$ cat config.mk
export PLATFORM = sky130hd
export DESIGN_NAME = axil_reg_bank
export DESIGN_NICKNAME = d
export VERILOG_FILES = /design/src/rtl/axil_reg_pkg.sv /design/src/rtl/axil_reg_bank.sv
export SDC_FILE = /design/constraint.sdc
export NUM_CORES = 1
export LEC_CHECK = 0
export BUFFER_PORTS_ARGS = -buffer_cell sky130_fd_sc_hd__buf_2
export CORE_MARGIN = 5
export CORE_UTILIZATION = 49
export DETAILED_ROUTE_END_ITERATION = 8
export HOLD_SLACK_MARGIN = 0.15
export PLACE_DENSITY = 0.89
export SLEW_MARGIN = 15
export SYNTH_ARGS = -nofsm -noshare
export SYNTH_HDL_FRONTEND = slang
export SYNTH_SLANG_ARGS = --single-unit
export TNS_END_PERCENT = 100
$ cat constraint.sdc
create_clock -name clk -period 2.1 [get_ports clk]
set_clock_uncertainty 0.05 [all_clocks]
set_input_delay 0.42 -clock clk [delete_from_list [all_inputs] [get_ports clk]]
set_output_delay 0.42 -clock clk [all_outputs]
set_load 0.02 [all_outputs]
$ cat src/rtl/axil_reg_pkg.sv
// axil_reg_pkg: response codes, channel FSM states and byte-strobe merge for axil_reg_bank
package axil_reg_pkg;

    localparam logic [1:0] RESP_OKAY   = 2'b00;
    localparam logic [1:0] RESP_SLVERR = 2'b10;
    localparam int MAX_W = 64;

    typedef enum logic [1:0] {W_IDLE, W_ACCEPT, W_RESP} wr_state_t;
    typedef enum logic [1:0] {R_IDLE, R_ACCEPT, R_DATA} rd_state_t;

    function automatic logic [MAX_W-1:0] strb_merge(
        input logic [MAX_W-1:0]   old_v,
        input logic [MAX_W-1:0]   new_v,
        input logic [MAX_W/8-1:0] strb
    );
        logic [MAX_W-1:0] r;
        for (int b = 0; b < MAX_W/8; b++) r[b*8 +: 8] = strb[b] ? new_v[b*8 +: 8] : old_v[b*8 +: 8];
        return r;
    endfunction

endpackage

$ cat src/rtl/axil_reg_bank.sv
// axil_reg_bank: AXI4-Lite register bank with RW control and RO status registers
module axil_reg_bank
    import axil_reg_pkg::*;
#(
    parameter int DATA_W   = 32,
    parameter int NUM_REGS = 8,
    parameter int NUM_RW   = 4,
    localparam int ADDR_W  = $clog2(NUM_REGS) + $clog2(DATA_W/8)
) (
    input  logic                                clk,
    input  logic                                reset,
    input  logic [ADDR_W-1:0]                   awaddr,
    input  logic                                awvalid,
    output logic                                awready,
    input  logic [DATA_W-1:0]                   wdata,
    input  logic [DATA_W/8-1:0]                 wstrb,
    input  logic                                wvalid,
    output logic                                wready,
    output logic [1:0]                          bresp,
    output logic                                bvalid,
    input  logic                                bready,
    input  logic [ADDR_W-1:0]                   araddr,
    input  logic                                arvalid,
    output logic                                arready,
    output logic [DATA_W-1:0]                   rdata,
    output logic [1:0]                          rresp,
    output logic                                rvalid,
    input  logic                                rready,
    output logic [NUM_RW*DATA_W-1:0]            rw_regs,
    input  logic [(NUM_REGS-NUM_RW)*DATA_W-1:0] ro_regs,
    output logic [NUM_RW-1:0]                   wr_pulse
);

    localparam int OFF_W = $clog2(DATA_W/8);
    localparam int IDX_W = $clog2(NUM_REGS);

    if (DATA_W != 32 && DATA_W != 64) $error("DATA_W must be 32 or 64");
    if (NUM_REGS < 4 || (NUM_REGS & (NUM_REGS-1)) != 0) $error("NUM_REGS must be a power of 2 >= 4");
    if (NUM_RW < 1 || NUM_RW >= NUM_REGS) $error("NUM_RW out of range");

    wr_state_t                           wr_state_q, wr_state_d;
    rd_state_t                           rd_state_q, rd_state_d;
    logic [NUM_RW-1:0][DATA_W-1:0]       regs_q, regs_d;
    logic [NUM_RW-1:0]                   pulse_q, pulse_d;
    logic [1:0]                          bresp_q, bresp_d;
    logic [DATA_W-1:0]                   rdata_q, rdata_d;
    logic [NUM_REGS-1:0][DATA_W-1:0]     all_regs;
    logic [IDX_W-1:0]                    widx, ridx;
    logic                                wr_rw;
    logic                                unused_offsets;

    assign widx           = awaddr[ADDR_W-1:OFF_W];
    assign ridx           = araddr[ADDR_W-1:OFF_W];
    assign unused_offsets = ^{awaddr[OFF_W-1:0], araddr[OFF_W-1:0]};
    assign wr_rw          = widx < IDX_W'(NUM_RW);
    assign all_regs       = {ro_regs, regs_q};

    assign awready  = wr_state_q == W_ACCEPT;
    assign wready   = wr_state_q == W_ACCEPT;
    assign bvalid   = wr_state_q == W_RESP;
    assign bresp    = bresp_q;
    assign wr_pulse = pulse_q;
    assign rw_regs  = regs_q;
    assign arready  = rd_state_q == R_ACCEPT;
    assign rvalid   = rd_state_q == R_DATA;
    assign rdata    = rdata_q;
    assign rresp    = RESP_OKAY;

    always_comb begin
        wr_state_d = wr_state_q;
        regs_d     = regs_q;
        bresp_d    = bresp_q;
        pulse_d    = '0;
        if (wr_state_q == W_IDLE && awvalid && wvalid) wr_state_d = W_ACCEPT;
        if (wr_state_q == W_ACCEPT) begin
            wr_state_d = W_RESP;
            bresp_d    = wr_rw ? RESP_OKAY : RESP_SLVERR;
            for (int i = 0; i < NUM_RW; i++) begin
                if (wr_rw && widx == IDX_W'(i)) begin
                    regs_d[i]  = DATA_W'(strb_merge(MAX_W'(regs_q[i]), MAX_W'(wdata), (MAX_W/8)'(wstrb)));
                    pulse_d[i] = 1'b1;
                end
            end
        end
        if (wr_state_q == W_RESP && bready) wr_state_d = W_IDLE;
    end

    // RW registers are read from their pre-write value when a write lands on the same edge
    always_comb begin
        rd_state_d = rd_state_q;
        rdata_d    = rdata_q;
        if (rd_state_q == R_IDLE && arvalid) rd_state_d = R_ACCEPT;
        if (rd_state_q == R_ACCEPT) begin
            rd_state_d = R_DATA;
            rdata_d    = all_regs[ridx];
        end
        if (rd_state_q == R_DATA && rready) rd_state_d = R_IDLE;
    end

    always_ff @(posedge clk) begin
        if (reset) begin
            wr_state_q <= W_IDLE;
            rd_state_q <= R_IDLE;
            regs_q     <= '0;
            pulse_q    <= '0;
            bresp_q    <= RESP_OKAY;
            rdata_q    <= '0;
        end else begin
            wr_state_q <= wr_state_d;
            rd_state_q <= rd_state_d;
            regs_q     <= regs_d;
            pulse_q    <= pulse_d;
            bresp_q    <= bresp_d;
            rdata_q    <= rdata_d;
        end
    end

endmodule

==> results of run 1 <==
-- how the worst max path moves through the flow --
stage | startpoint | end
after detailed placement | awaddr[3] | rw_regs[39]
after CTS | rd_state_q[1] | arready
after global routing | rd_state_q[1] | arready
after global placement | araddr[2] | rdata[22]
final | rd_state_q[1] | arready
after floorplan | araddr[3] | rdata[17]
-- power groups by stage --
| stage | clock [µW] | sequential, µW | combinational [µW] |
|---|---|---|---|
| after global placement | 0 | 3350 | 995 |
| after CTS | 2920 | 3280 | 1010 |
| after global routing | 3060 | 3280 | 1090 |
| final | 2910 | 3280 | 1030 |
| after detailed placement | 0 | 3350 | 1010 |
| after floorplan | 0 | 3400 | 572 |
-- kinds of logic (layout without fill, tap and decap cells) --
logic type,Yosys count,after routing,share of synthesized area (%)
and+or+nand+nor,223,223,14.2
muxes,97,97,16.4
AOI/OAI and AO/OA,324,324,23.4
buffers and inverters,145,416,7.64
other,1,10,0.0425
DFF,169,169,38.3
-- per-stage QoR --
step	setup slack (ns)	instances	hold WS (ns)
CTS	0.234	1461	0.188
detailed placement	0.224	1429	0.406
floorplan	0.460	961	0.431
global route	0.139	1466	0.200
global placement	0.247	1429	0.400
finish	0.255	1468	0.202
-- area by class of cell --
cell class / instances / area (µm²)
fill: 1481 / 6720
multi-input combinational: 647 / 4800
sequential: 169 / 3380
timing repair buffer: 376 / 2060
clock buffer: 26 / 499
tap: 229 / 287
clock inverter: 6 / 40.0
inverter: 8 / 30.0
antenna: 7 / 17.5
-- critical path, delay by kind of cell, from the launching register on --
family / cells / cell delay [ns]
buffers and inverters: 2 / 0.23
and+or+nand+nor: 1 / 0.31
DFF: 1 / 0.42
-- sequential cells by signal, indices dropped and copies added (netlist names) --
signal,cells
rdata,32
rw_regs,128
bresp,1
rd_state_q,2
wr_pulse,4
wr_state_q,2
-- routing by layer --
layer	global-route usage [%]	wire (µm)	up-vias
met3	6.91	3510	100
met2	49.9	15900	691
met1	37.3	12300	4481
met5	0	0	-
met4	12.8	1500	0
li1	-	-	4275
-- placed cells by master, fill, tap and decap left out, types with 24 or more instances in the layout --
master and count:
mux4_2 32, o22ai_1 29, nand4_1 128, o31ai_1 157, nor2_1 35, buf_2 344, dfxtp_1 169, mux2_2 58
a21oi_1 135, buf_4 24, nand3_1 30
==> summary.txt, run 1 <==
Place
  • Hpwl dp: 23000 µm
  • Post-DP Area: 0.0106 mm²
  • IO Port Bufs: 346
  • RePlAce Congestion: 0.933

Die
  • Io pins: 354
  • Die Span X: 144 µm
  • Placement Rows: between 40 and 50
  • Initial core utilization: 49.5%
  • CORE AREA: 0.0178 mm²
  • Die area: about 0.021 mm²
  • Die Ht: 144 µm

Synth
  • Top_reg_cell synth: dfxtp_1
  • Syn Std Cell Area: 0.00883 mm²
  • Async SR Flop Fraction: 0%
  • Area share of the largest cell type after synthesis: a little under two fifths
  • Most common library cells after synthesis: dfxtp_1 (169), o31ai_1 (157), a21oi_1 (135)
  • Top-count cell post-synth: dfxtp_1
  • Syn Area/Cell: 9.20 µm²
  • Synth warn: 0
  • Post-synth EDFFs: 0
  • Seq cells post-synth: 169
  • Synth area leader: dfxtp_1
  • Sequential area share after synthesis: 38.3%
  • Mapped Cells: 959
  • Top post-synthesis cells by area: dfxtp_1 (38%), o31ai_1 (13%), nand4_1 (9.1%), mux4_2 (8.2%), a21oi_1 (7.7%)
  • Synth cell types: 29

Power and ir drop
  • Reg power frac: 45.5%
  • Total power draw: 7210 µW
  • Combinational Power Share: 14.2%
  • Clock power frac: 40.3%
  • Switching Share: 26.9%
  • Pint: approximately 5300 µW
  • Pwr/cell area: 649 mW/mm²
  • Static leakage: 0.00447 µW
  • Sw Pwr: between 1500 and 2000 µW
  • Max VDD drop: 0.000538 V

Clock network
  • Cts bufs inserted: 17
  • Post-CTS sizing: 0
  • Clock Pin Slew Worst Setup and Hold Paths: 0.06 ns
  • CTS max path bufs: 2
  • Root Driver: clkbuf_16
  • Worst-skew pair later-pin latency: 0.42 ns
  • CTS Sinks: 169
  • # H-tree levels: 4
  • CTS tree: done
  • Hold_buf cts: 0
  • Post-CTS Setup Inserts: 0

Run status
  • Status: completed

GRT
  • First-pass GRT wire length: 49100 µm
  • Antenna violations before repair: 5
  • GR Util All Layers: 29.9%
  • GRT overflow: 0
  • Vias in the first global route: 8907
  • Pin count of the biggest net entering global routing: 138

Route
  • Antenna Nets Post-Route: 0
  • DRC viols: 0
  • Via count: 9547
  • First DRT Iteration DRCs: 852
  • Drt wl/cell: 22.6 µm
  • Drt pass-1 iters: 6
  • Routed wire length: 33200 µm
  • DR vias/cell: 6.50

Job
  • Maxcap violations: 0

Critical path
  • Worst r2r src: wr_state_q[0]
  • Critical path type: register to primary output
  • CP peak stage delay: 0.42 ns
  • CP required: about 1.6 ns
  • Largest fanout on the critical path: 6
  • Slowest stage cell, crit path: dfxtp_1
  • Reg2Reg Capture Point: rw_regs[36]
  • CP Cell Sequence: nand2b_1 > inv_1 > buf_2
  • CP startpoint kind: register
  • Crit end category: primary output
  • Cells on worst reg2reg path: 4
  • Register-to-Register Setup Slack: between 0.2 and 0.3 ns
  • CP arrival: 1.37 ns

Worst hold path
  • WHS Path Cells: 3
  • Hold Path Sink: rd_state_q[0]
  • Worst Hold Class: primary input to register
  • Hold Startpoint: arvalid

STA
  • Endpoints failing setup: 0
  • RSZ-0062 raised after global routing: false
  • Worst Max-Slew Pin Slew: 1.05 ns
  • Final Cycle Share: between 80% and 90%
  • Endpoints failing hold: 0
  • Fin crit period: about 1.8 ns
  • Fmax: about 540 MHz
  • Rel. slew slack: 29.9%
  • Slew Viols, Final: 0
  • Setup TNS Final: 0 ns

Cells and area
  • Final instance area: 0.0111 mm²
  • Util after Layout: 62.3%
  • Share of cells above drive strength 1: 40.7%
  • Final net count: 1400
  • Layout area overhead: 26.0%
Power figures use the tool's default switching activity.
==> run 2, diff against run 1 <==
--- a/config.mk
+++ b/config.mk
@@ -6,6 +6,7 @@
 export NUM_CORES = 1
 export LEC_CHECK = 0
 export BUFFER_PORTS_ARGS = -buffer_cell sky130_fd_sc_hd__buf_2
+export CAP_MARGIN = 25
 export CORE_MARGIN = 5
 export CORE_UTILIZATION = 49
 export DETAILED_ROUTE_END_ITERATION = 8
==> constraint.sdc (replaced) <==
create_clock -name clk -period 1.9 [get_ports clk]
set_clock_uncertainty 0.05 [all_clocks]
set_input_delay 0.38 -clock clk [delete_from_list [all_inputs] [get_ports clk]]
set_output_delay 0.38 -clock clk [all_outputs]
set_load 0.02 [all_outputs]
==> run 2 against run 1 <==
- register-to-register slack worse by 0.08 ns
- sequential power up 10%
- flip-flop and latch count unchanged
- highest routed layer unchanged
==> summary.txt, run 2 (synthesis gave the netlist of run 1 again) <==
Die
  • Initial core utilization: 49.5% (unchanged)
  • Die area: 0.0208 mm² (unchanged)
  • Die Span X: 144 µm (unchanged)
  • Die Ht: 144 µm (unchanged)
  • Placement Rows: 49 (unchanged)
  • CORE AREA: 0.0178 mm² (unchanged)
  • Io pins: 354 (unchanged)

Critical path
  • CP peak stage delay: 0.40 ns (was 0.42 ns)
  • Crit end category: primary output (unchanged)
  • Critical path type: register to primary output (unchanged)
  • CP required: 1.47 ns (was 1.63 ns)
  • Largest fanout on the critical path: 6 (unchanged)
  • Slowest stage cell, crit path: dfxtp_1 (unchanged)
  • CP arrival: 1.34 ns (was 1.37 ns)
  • CP bufs+invs: 2 (unchanged)
  • Delay-heaviest family, CP: flip-flops (unchanged)
  • CP startpoint kind: register (unchanged)
  • CP Cell Sequence: nand2b_1 > inv_1 > buf_2 (unchanged)

Clock network
  • Hold_buf cts: 0 (unchanged)
  • Clock Pin Slew Worst Setup and Hold Paths: 0.06 ns (about the same)
  • Post-CTS Setup Inserts: 0 (unchanged)
  • Cts bufs inserted: 17 (unchanged)
  • Root Driver: clkbuf_16 (unchanged)
  • # H-tree levels: 4 (unchanged)
  • CTS Sinks: 169 (unchanged)
  • Worst-skew pair later-pin latency: 0.42 ns (about the same)
  • Post-CTS sizing: 0 (unchanged)
  • CTS tree: done (unchanged)
  • CTS max path bufs: 2 (unchanged)

Power and ir drop
  • Clock power frac: 40.5% (was 40.3%)
  • Reg power frac: 44.9% (was 45.5%)
  • Total power draw: 8070 µW (was 7210 µW)
  • Pint: 5930 µW (was 5280 µW)
  • Switching Share: 26.5% (was 26.9%)
  • Sw Pwr: 2140 µW (was 1940 µW)
  • Pwr/cell area: 712 mW/mm² (was 649 mW/mm²)
  • Max VDD drop: 0.000582 V (was 0.000538 V)
  • Static leakage: 0.00460 µW (was 0.00447 µW)
  • Combinational Power Share: 14.6% (was 14.2%)

STA
  • Min Hold Slack: 0.165 ns (was 0.202 ns)
  • Fin crit period: between 1.5 and 2 ns
  • Worst Max-Slew Pin Slew: 0.977 ns (was 1.05 ns)
  • Slew Viols, Final: 0 (unchanged)
  • Final WS setup: 0.133 ns (was 0.255 ns)
  • Fmax: 566 MHz
  • Rel. slew slack: 34.8% (was 29.9%)
  • Setup TNS Final: 0 ns (unchanged)
  • Final Cycle Share: 93.0%
  • Endpoints failing setup: 0 (unchanged)
  • Endpoints failing hold: 0 (unchanged)
  • RSZ-0062 raised after global routing: false (unchanged)

Place
  • Place WS: 0.0654 ns (was 0.224 ns)
  • RePlAce Congestion: 0.936 (was 0.933)
  • Hpwl dp: 23100 µm (was 23000 µm)
  • IO Port Bufs: 346 (unchanged)

GRT
  • GRT overflow: 0 (unchanged)
  • Pin count of the biggest net entering global routing: 138 (unchanged)
  • First-pass GRT wire length: 49900 µm (was 49100 µm)
  • Antenna violations before repair: 5 (unchanged)
  • GR Util All Layers: 30.0% (was 29.9%)
  • Vias in the first global route: 9017 (was 8907)

Route
  • Via count: 9690 (was 9547)
  • First DRT Iteration DRCs: 1079 (was 852)
  • DRC viols: 0 (unchanged)
  • DR vias/cell: 6.53 (was 6.50)
  • Antenna Nets Post-Route: 0 (unchanged)
  • Routed wire length: 32900 µm (was 33200 µm)
  • Drt pass-1 iters: 7 (was 6)
  • Drt wl/cell: 22.1 µm (was 22.6 µm)

Cells and area
  • Commonest non-fill, non-tap cell in the layout: buf_2 (unchanged)
  • Share of cells above drive strength 1: 41.4% (was 40.7%)
  • Fillcell total: 1452 (was 1481)
  • Layout area overhead: 28.4% (was 26.0%)
  • Max FFs per register: 128 (unchanged)
  • Final net count: 1418 (was 1400)
  • Most frequent cells in the layout: buf_2 (344), dfxtp_1 (169), o31ai_1 (157) (unchanged)

Job
  • Maxcap violations: 0 (unchanged)

Run status
  • Status: completed (unchanged)

Worst hold path
  • Worst Hold Class: primary input to register (unchanged)
-- run 2: changes by cell type in the layout (fill, tap and decap cells not counted), sizes merged --
cell,before,now
clkinv,2,4
diode,7,6
buf,376,394
bufinv,0,1
clkinvlp,4,2
clkbuf,26,25
-- run 2: area by class of cell --
type	count	area, µm²	share of cell area [%]
Multi-Input combinational cell	647	4800	42.4
Tap cell	229	287	2.53
Timing Repair Buffer	394	2270	20.1
Inverter	8	30.0	0.265
Clock buffer	25	475	4.20
Sequential cell	169	3380	29.9
Antenna cell	6	15.0	0.133
Clock inverter	7	68.8	0.607
-- run 2: worst register-to-register path, stage by stage, from the launching register on --
cell and delay (ns):
dfxtp_1 0.31, or3b_2 0.49, buf_12 0.21, o31ai_1 0.41, a21oi_1 0.11
-- run 2: path summary, 6_finish.rpt --
| kind | from | to | slack, ns | depth (start not counted) |
|---|---|---|---|---|
| setup / recovery | rd_state_q[1] | arready | 0.13 | 3 |
| hold / removal | arvalid | rd_state_q[0] | 0.17 | 3 |
| setup reg to reg | wr_state_q[1] | rw_regs[59] | 0.19 | 4 |
| hold reg to reg | rdata[11] | rdata[11] | 0.42 | 2 |
-- run 2: power by group through the flow --
stage               Combinational [µW]  Clock, µW  Sequential, µW
finish                            1180       3270            3620
global route                      1260       3460            3630
CTS                               1160       3290            3620
detailed placement                1160          0            3700
global placement                  1150          0            3700
floorplan                          632          0            3750
-- run 2: metrics by stage --
step | utilization, % | instance area, µm² | instances
finish | 63.5 | 11300 | 1485
global placement | 60.4 | 10800 | 1447
detailed placement | 60.4 | 10800 | 1447
CTS | 63.4 | 11300 | 1479
floorplan | - | 8830 | 961
global route | 63.5 | 11300 | 1484
-- run 2: routing by layer --
layer | vias to the layer above | track usage [%] | share of wire (%)
li1 | 4315 | - | -
met1 | 4546 | 37.8 | 36
met2 | 724 | 49.8 | 48
met3 | 105 | 6.68 | 11
met4 | 0 | 13.0 | 4.4
met5 | - | 0 | 0
